<file path="config.mk">
export PLATFORM = sky130hd
export DESIGN_NAME = fetch_queue
export DESIGN_NICKNAME = d
export VERILOG_FILES = /design/src/rtl/cpu_pkg.sv /design/src/rtl/fq_ptr.sv /design/src/rtl/fetch_queue.sv
export SDC_FILE = /design/constraint.sdc
export NUM_CORES = 1
export LEC_CHECK = 0
export ABC_AREA = 1
export BUFFER_PORTS_ARGS = -buffer_cell sky130_fd_sc_hd__buf_4
export CORE_ASPECT_RATIO = 1.5
export CORE_MARGIN = 2
export CORE_UTILIZATION = 25
export DETAILED_ROUTE_END_ITERATION = 8
export SYNTH_ARGS = -nofsm -noshare
export SYNTH_HDL_FRONTEND = slang
export SYNTH_SLANG_ARGS = --single-unit
</file>
<file path="constraint.sdc">
create_clock -name clk -period 3.15 [get_ports clk]
set_input_delay 0.315 -clock clk [delete_from_list [all_inputs] [get_ports clk]]
set_output_delay 0.315 -clock clk [all_outputs]
set_load 0.005 [all_outputs]
</file>
<file path="src/rtl/cpu_pkg.sv">
// Shared CPU definitions: default datapath widths and the fetch queue entry layout.
package cpu_pkg;

  localparam int CPU_DATA_W = 16;
  localparam int CPU_ADDR_W = 16;

  // One fetch queue slot at the default widths: instruction, its PC, halt-detect bit.
  typedef struct packed {
    logic [CPU_DATA_W-1:0] instr;
    logic [CPU_ADDR_W-1:0] pc;
    logic                  hlt;
  } fq_entry_t;

endpackage

</file>
<file path="src/rtl/fq_ptr.sv">
// Wrap-around pointer register with synchronous clear and increment enable.
module fq_ptr #(
  parameter int W = 2
) (
  input  logic         clk,
  input  logic         i_clear,
  input  logic         i_inc,
  output logic [W-1:0] o_ptr
);

  logic [W-1:0] r_ptr;

  // Clear wins over increment; the pointer wraps naturally at 2**W.
  always_ff @(posedge clk) begin
    if (i_clear) begin
      r_ptr <= '0;
    end else if (i_inc) begin
      r_ptr <= r_ptr + 1'b1;
    end
  end

  assign o_ptr = r_ptr;

endmodule

</file>
<file path="src/rtl/fetch_queue.sv">
// Instruction fetch queue between IF and IF/ID: DEPTH-entry FIFO of {instr, pc, hlt},
// flushed on a MEM redirect and closed to new fetches once a halt has been accepted.
module fetch_queue
  import cpu_pkg::*;
#(
  parameter int DATA_W = CPU_DATA_W,
  parameter int ADDR_W = CPU_ADDR_W,
  parameter int DEPTH  = 4,
  parameter int CNT_W  = $clog2(DEPTH + 1)
) (
  input  logic              clk,
  input  logic              rst,
  input  logic              in_valid,
  output logic              in_ready,
  input  logic [DATA_W-1:0] in_instr,
  input  logic [ADDR_W-1:0] in_pc,
  input  logic              in_hlt,
  output logic              out_valid,
  input  logic              out_ready,
  output logic [DATA_W-1:0] out_instr,
  output logic [ADDR_W-1:0] out_pc,
  output logic              out_hlt,
  input  logic              flush,
  output logic [CNT_W-1:0]  count,
  output logic              hlt_lock
);

  localparam int PTR_W = $clog2(DEPTH);

  typedef struct packed {
    logic [DATA_W-1:0] instr;
    logic [ADDR_W-1:0] pc;
    logic              hlt;
  } entry_t;

  typedef enum logic {
    LOCK_OPEN   = 1'b0,
    LOCK_LOCKED = 1'b1
  } lock_state_t;

  entry_t             r_mem [DEPTH];
  logic [CNT_W-1:0]   r_count;
  lock_state_t        r_lockState;

  logic [PTR_W-1:0]   w_rdPtr;
  logic [PTR_W-1:0]   w_wrPtr;
  logic               w_full;
  logic               w_empty;
  logic               w_push;
  logic               w_pop;
  logic               w_clear;
  entry_t             w_head;

  assign w_full   = (r_count == CNT_W'(DEPTH));
  assign w_empty  = (r_count == '0);
  assign hlt_lock = (r_lockState == LOCK_LOCKED);

  // in_ready looks only at local state, so there is no combinational in->out path.
  assign in_ready  = ~w_full & ~hlt_lock;
  assign out_valid = ~w_empty;
  assign w_push    = in_valid & in_ready;
  assign w_pop     = out_valid & out_ready;
  assign w_clear   = rst | flush;

  fq_ptr #(.W(PTR_W)) u_rdPtr (
    .clk     (clk),
    .i_clear (w_clear),
    .i_inc   (w_pop),
    .o_ptr   (w_rdPtr)
  );

  fq_ptr #(.W(PTR_W)) u_wrPtr (
    .clk     (clk),
    .i_clear (w_clear),
    .i_inc   (w_push),
    .o_ptr   (w_wrPtr)
  );

  // Storage is never reset; a push coinciding with reset or flush is dropped.
  always_ff @(posedge clk) begin
    if (w_push && !w_clear) begin
      r_mem[w_wrPtr] <= '{instr: in_instr, pc: in_pc, hlt: in_hlt};
    end
  end

  // Occupancy: reset/flush empty the queue, otherwise track push and pop.
  always_ff @(posedge clk) begin
    if (w_clear) begin
      r_count <= '0;
    end else begin
      case ({w_push, w_pop})
        2'b10:   r_count <= r_count + 1'b1;
        2'b01:   r_count <= r_count - 1'b1;
        default: r_count <= r_count;
      endcase
    end
  end

  // Halt lock: closes on an accepted halt push, reopens only on reset or flush.
  always_ff @(posedge clk) begin
    if (rst) begin
      r_lockState <= LOCK_OPEN;
    end else begin
      case (r_lockState)
        LOCK_OPEN: begin
          if (!flush && w_push && in_hlt) begin
            r_lockState <= LOCK_LOCKED;
          end
        end
        LOCK_LOCKED: begin
          if (flush) begin
            r_lockState <= LOCK_OPEN;
          end
        end
        default: r_lockState <= LOCK_OPEN;
      endcase
    end
  end

  assign w_head    = r_mem[w_rdPtr];
  assign out_instr = out_valid ? w_head.instr : '0;
  assign out_pc    = out_valid ? w_head.pc    : '0;
  assign out_hlt   = out_valid ? w_head.hlt   : 1'b0;
  assign count     = r_count;

endmodule
</file>
## Word level (Yosys, flattened, before mapping)

Memories as Yosys holds them, arrays and structs flattened. A register that Yosys moved wholly into a read port is not among the register bits.
Index checks and enable logic that the tools add are counted.

- Bitwise gates (word level): 7
- Reductions and logical operators: 7
- Equality and inequality tests: 3
- Add/sub/neg operators: 4
- Muxes and demuxes: 11

Operators with widths:

| cell | count |
|---|---|
| $mux 16 | 2 |
| $pmux 3 s2 | 1 |
| $mux 1 | 5 |
| $add 2x1->2 const B | 2 |
| $mux 2 | 2 |
| $add 3x1->3 const B | 1 |
| $and 1x1->1 | 3 |
| $eq 3x3->1 const B | 1 |
| $logic_and 1x1->1 | 3 |
| $logic_not 3->1 | 1 |
| $not 1->1 | 3 |
| $sub 3x1->3 const B | 1 |
| $eq 2x1->1 const B | 1 |
| $eq 2x2->1 const B | 1 |
| $logic_not 1->1 | 2 |
| $pmux 1 s2 | 1 |
| $reduce_bool 2->1 | 1 |
| $or 1x1->1 | 1 |

- Input bits: 38
- Memories: 1
- Memory bits (writable): 132
- Bits in registers: 8
- Word-level logic and storage cells: 37

Memories:

| name | words | bits a word | rd ports | clocked after Yosys merged registers in | wr ports | line | source |
|---|---|---|---|---|---|---|---|
| r_mem | 4 | 33 | 1 | 1 | 1 | fetch_queue.sv:41 | `entry_t r_mem [DEPTH];` |

## Logic depth before layout (Yosys ltp)

Gate-level depths: netlist of the first run.

- Depth after elaboration: 8
- Mapped depth: 13

## Modules after synthesis

A second synthesis of the first run with hierarchy kept.

- Cells, all modules: 460
- Area total of the unflattened synthesis: 5541.6 µm²

Modules (own cells, without submodules):

| module | instances | cells each | area each (µm²) | sequential area each (µm²) |
|---|---|---|---|---|
| fetch_queue | 1 | 438 | 5388.9 | 4043.9 |
| fq_ptr | 2 | 11 | 76.3 | 40.0 |

## Least setup slack after synthesis of the first run

No wires, ideal clock.

- Kind: in2reg
- From: in rst
- To: mem r_mem[0][0] (netlist name) (enable)
- Arrival: 2.251 ns
- Buffers on the path: 0
- Setup time: 0.423 ns
- Setup slack: 0.476 ns
- Cell stages on the path: 3
- Cells stage by stage: nor2_1 -> nand4_1 -> nor2_1

- Longest elaborated chain between the ends: 5

Ends and longest elaborated chain:

| what | line | source |
|---|---|---|
| start, declared | fetch_queue.sv:12 | `input logic rst,` |
| $or 1x1->1 | fetch_queue.sv:63 | `assign w_clear = rst \| flush;` |
| $logic_not 1->1 | fetch_queue.sv:81 | `if (w_push && !w_clear) begin` |
| $logic_and 1x1->1 | fetch_queue.sv:81 |  |
| $mux 1 | fetch_queue.sv:81 |  |
| $mux 1 (not written as such) | fetch_queue.sv:82 | `r_mem[w_wrPtr] <= '{instr: in_instr, pc: in_pc, hlt: in_hlt};` |
| end, declared | fetch_queue.sv:41 |  |

Every way passes these cells.

==> metrics, run 1 <==
Fin. Hold Viols 0; met2 Use GR 0.199; Final Cell Area 0.00725 sq mm; Yosys warnings 0; final net count 595; Final WS setup 0.583 ns; setup TNS 0 ns; Clock Root Buffer clkbuf_16; CP Max Fanout 33; GR Util met3 0.0334; vias in the first global route 3755; initial antenna violation count 0; CP Class register to output pin; post-layout min period 2.57 ns; Pre-antenna DRT Iters 4; flops & latches, synth 142; Bufs on Longest Clock Path 2; Worst R2R Start count[1]$_SDFFE_PP0P_; initial DRC count 242; max-cap violation count 0; Multi-input gate area 0.00129 sq mm; fraction of the mapped netlist area in compound gates 0.0952; Syn Inst Count 470; fin crit share 0.815; RSZ-0062 raised after global routing false; clk sinks 142; hold depth 1; Crit Reg-Reg Endpoint r_mem[3][25]$_DFFE_PP_; CTS Hold Bufs 0; combinational family with the most area after synthesis simple AND/OR/NAND/NOR gates; worst-skew pair later-pin latency 0.41 ns; top_reg_cell synth edfxtp_1; DR DRC count 0; Hold Crit Start in_instr[15]; synth-to-layout area growth 28.2%; XOR/XNOR Fraction of Synth Area 0; Worst Skew 0.00452 ns; Final setup viols 0; syn nets 514; synth unique cells 19; Rows 67; DP Area 0.00659 sq mm; total I/O pin count 77; Synth top area share 0.701; core footprint 0.0223 sq mm; via-per-instance ratio 4.34; top post-synthesis cells by area edfxtp_1 (70%), nor2_1 (9.7%), o21ai_0 (3.6%); flop2flop setup slack 1.14 ns; chip height 188 um; CP endpoint kind output pin; Final HPWL DP 8.19 mm; Slew @ Worst Pin 1.23 ns; cell with the most instances after synthesis nor2_1; Slew headroom 0.180; routed via count 3646; Power Density 619 mW/mm^2; wire per inst 15.1 um; Worst setup SP type register; status complete, no violations; WHS Endpoint r_mem[0][32]$_DFFE_PP_; Final ANT Viol Nets 0; Seq/Total Area, Yosys 0.737; CTS Buf Count 17; DRT Wirelength 12.7 mm; first-pass GRT wire length 19.6 mm; Post-synth EDFFs 132; die area 0.0239 sq mm; Post-Synth Adder-Cell Area 0.0146; diodes inserted 0; Synth top cells by count nor2_1 (146), edfxtp_1 (132), o21ai_0 (41), a21oi_1 (37), o21ai_1 (28); Initial Utilization 0.253; Total Routing Usage GR 0.109; Post-Syn Area per Cell 12.0 sq um; upper clock frequency limit 0.389 GHz; Mapped Area 0.00565 sq mm; CTS tree built; P_leak 2.64 nW; post-synthesis simple-gate area fraction 0.113; Worst Path Arrival 2.25 ns; Hold Path Class input pin to register; dpl cells 808; Req. time, crit path 2.83 ns; fin cells 840; gr busiest metal met2; H-tree depth 4; r2r worst-path depth 5; fillers 2231; clock-pin slew on the worst setup and hold paths 0.06 ns; pins over their slew limit 0; post-synthesis mux area share 0; largest net degree at the start of global routing 67; VDD IR-drop max 0.285 mV; DP Worst Slack 1.03 ns; sequential cell area 0.00417 sq mm; GPL Wtd Cong 0.775; routing usage on met1 0.115; Async S/R FF share, synth 0; GRT Residual Overflow 0; share of layout cells above drive strength 1 0.220; Post-CTS Setup Inserts 0; Die Wd 127 um; Post-CTS Resized 0; IO Port Bufs 76; top cell type by total area after synthesis edfxtp_1
## flip-flops by register name, indices dropped and copies added (netlist names), named ones only
name           flops
count              3
hlt_lock           1
r_mem            132
u_rdPtr.o_ptr      2
u_wrPtr.o_ptr      2
## worst max path at each step
stage                     startpoint               endpoint  slack, ns  cells past startpoint
after CTS                   register             out_pc[10]       0.54                      5
final                       register             out_pc[10]       0.58                      5
after floorplan                  rst  r_mem[0][0]$_DFFE_PP_       0.48                      3
after detailed placement         rst  r_mem[3][5]$_DFFE_PP_       1.03                      6
after global routing        register             out_pc[10]       0.42                      5
after global placement      register             out_pc[10]       1.03                      5
## placed cells by master (no fill, tap or decap)
master	netlist	routed
a21oi_1	37	37
buf_12	0	4
buf_4	3	82
clkbuf_1	6	1
clkbuf_16	0	23
clkbuf_8	0	4
clkinv_2	0	2
clkinv_4	0	2
dfxtp_1	10	8
dfxtp_2	0	2
edfxtp_1	132	132
fa_1	1	1
ha_1	5	5
inv_1	23	23
inv_2	1	1
nand2_1	15	15
nand3_1	3	3
nand4_1	3	3
nor2_1	146	142
nor2_4	0	4
o21ai_0	41	41
o21ai_1	28	28
o21bai_1	1	1
## per-stage QoR
stage | hold slack, ns | power (W) | utilization
finish | 0.104 | 0.00449 | 0.325
global route | 0.0807 | 0.00464 | 0.325
CTS | 0.0841 | 0.00453 | 0.325
detailed placement | 0.475 | 0.00243 | 0.295
global placement | 0.485 | 0.00243 | 0.295
floorplan | 0.414 | 0.00226 | -
## critical path, stage by stage (launching register included)
cell     delay, ns
dfxtp_2       0.31
inv_1         0.87
nor2_1        0.24
o21ai_0       0.15
a21oi_1       0.09
buf_4         0.17
## cell type report
class,instances,share of cell area
clock buffer,28,0.0875
clock inverter,4,0.00380
inverter,24,0.0124
multi-input combinational,280,0.178
sequential,142,0.575
tap,276,0.0476
timing repair buffer,86,0.0960
## layer usage
metal,part of all wire,vias to the layer above,wire length [um]
met5,0,-,0
met4,0.023,0,289
met3,0.043,14,544
met2,0.54,75,6850
met1,0.40,1763,5030
li1,-,1794,-
## where the power goes
part | switching, W | total, W | internal, W
logic | 0.000165 | 0.000291 | 0.000125
registers | 0.00000890 | 0.00210 | 0.00209
clock network | 0.000726 | 0.00210 | 0.00138
total | 0.000900 | 0.00449 | 0.00359
## logic make-up after synthesis
logic type	count (synthesis)
DFF	142
buffers and inverters	48
AOI/OAI and AO/OA	107
adders and majority gates	6
and+or+nand+nor	167
(Power assumes the default switching activity.)
==> inputs of run 2 (changes only) <==
- clock period: 3.15 -> 2.5 ns (I/O delays scaled with it)
==> run 2 against run 1 <==
Global-route usage up 0.074 points. Clock-buffer cell count down 7. Hold slack worse by 0.072 ns. First-iteration DRC count down 9.5%. Non-clock buffer count up 5. Utilization down 0.55 points. Critical path type unchanged.
==> metrics, run 2 (synthesis gave the netlist of run 1 again) <==
GRT Residual Overflow 0; core footprint 0.0223 sq mm; vias in the first global route 3636; first-pass GRT wire length 19.5 mm; Bufs on Longest Clock Path 2; P_leak 2.57 nW; Total Routing Usage GR 0.110; diodes inserted 0; Final ANT Viol Nets 0; Die Wd 127 um; Hold Path Class input pin to register; final net count 601; Pre-antenna DRT Iters 4; DP Area 0.00662 sq mm; Final HPWL DP 8.34 mm; worst-skew pair later-pin latency 0.42 ns; crit-path cells inv_2 -> buf_4 -> o21ai_0 -> a21oi_1 -> buf_4; max-cap violation count 0; Final Cell Area 0.00713 sq mm; CP Max Fanout 19; hold depth 1; RSZ-0062 raised after global routing false; most frequent cells in the layout nor2_1 (142), edfxtp_1 (132), buf_4 (87), o21ai_0 (41), a21oi_1 (37); H-tree depth 4; setup TNS 0 ns; Fin. Hold Viols 0; max FFs per register 132; Top reg by flops r_mem; most common cell after layout, fill and taps aside nor2_1; clock-pin slew on the worst setup and hold paths 0.05 ns; GPL Wtd Cong 0.732; DR DRC count 0; Logic pwr share 0.071; Hold Crit Start in_instr[2]; CTS Buf Count 17; IO Port Bufs 76; Clock Root Buffer clkbuf_16; die area 0.0239 sq mm; Worst R2R Start count[0]$_SDFFE_PP0P_; Worst Skew 0.00444 ns; DRT Wirelength 12.8 mm; Reg power frac 0.516; power share of the clock group 0.413; most used cell along the critical path buf_4; CP max stage delay 0.58 ns; largest net degree at the start of global routing 51; initial DRC count 219; Worst path slowest cell dfxtp_2; CP Class register to output pin; share of layout cells above drive strength 1 0.216; initial antenna violation count 0; flop2flop setup slack 0.62 ns; upper clock frequency limit 0.444 GHz; fin cells 845; CTS Hold Bufs 0; Slew @ Worst Pin 0.446 ns; clk sinks 142; worst hold slack 0.0322 ns; Worst Path Arrival 2.00 ns; dpl cells 813; r2r worst-path depth 12; Int Power 0.00402 W; WHS Endpoint r_mem[0][19]$_DFFE_PP_; pins over their slew limit 0; status complete, no violations; Crit Reg-Reg Endpoint count[2]$_SDFFE_PP0P_; fillers 2263; Req. time, crit path 2.25 ns; crit-path leading delay family buffers and inverters; via-per-instance ratio 4.34; Psw 0.00110 W; fin crit share 0.900; wire per inst 15.2 um; Final setup viols 0; post-layout min period 2.25 ns; Power Density 719 mW/mm^2; Rows 67; routed via count 3664; CTS tree built; worst path bufs/invs 3; Initial Utilization 0.253; CP endpoint kind output pin; synth-to-layout area growth 26.1%; Worst setup SP type register; chip height 188 um; Slew headroom 0.703; switch share 0.215; total I/O pin count 77; VDD IR-drop max 0.370 mV
-- run 2: cell types whose count changed in the layout (fill, tap and decap cells not counted), sizes merged --
cell,delta
clkbuf,-7
buf,+5
clkinvlp,+4
inv,-1
clkinv,+4
-- run 2: power by group through the flow --
stage	combinational, W	sequential, W	clock [W]
final	0.000363	0.00264	0.00212
after detailed placement	0.000372	0.00269	0
after floorplan	0.000155	0.00269	0
after global placement	0.000366	0.00269	0
after CTS	0.000373	0.00264	0.00215
after global routing	0.000405	0.00265	0.00226
-- run 2: worst max path at each step --
stage | endpoint | start | cells past startpoint
3_3_place_gp | out_instr[0] | register | 5
6_report | out_pc[9] | register | 5
5_1_grt | out_hlt | register | 6
2_1_floorplan | r_mem[0][0]$_DFFE_PP_ | rst | 3
3_5_place_dp | out_instr[1] | register | 5
4_1_cts | out_instr[1] | register | 5
-- run 2: layout make-up --
cell class	count	area, sq um	area share
multi-input combinational	280	1290	0.181
tap	276	345	0.0485
timing repair buffer	91	733	0.103
inverter	24	93.8	0.0132
sequential	142	4170	0.585
clock inverter	10	50.0	0.00702
clock buffer	21	440	0.0618
timing repair inverter	1	7.51	0.00105
-- run 2: routing by layer --
layer,track usage,wire (um)
met1,0.122,5140
met2,0.193,6930
met3,0.0337,524
met4,0.0465,259
met5,0,0
-- run 2: per-stage QoR --
stage	utilization	worst slack (ns)	total power, W
floorplan	-	-0.109	0.00285
global placement	0.297	0.508	0.00306
detailed placement	0.297	0.480	0.00307
CTS	0.319	0.0225	0.00517
global route	0.320	0.0727	0.00531
finish	0.320	0.250	0.00513
-- run 2: timing repair --
item	CTS	global route
setup buffers	0	0
setup endpoints to repair	0	33
gates resized for setup	0	2
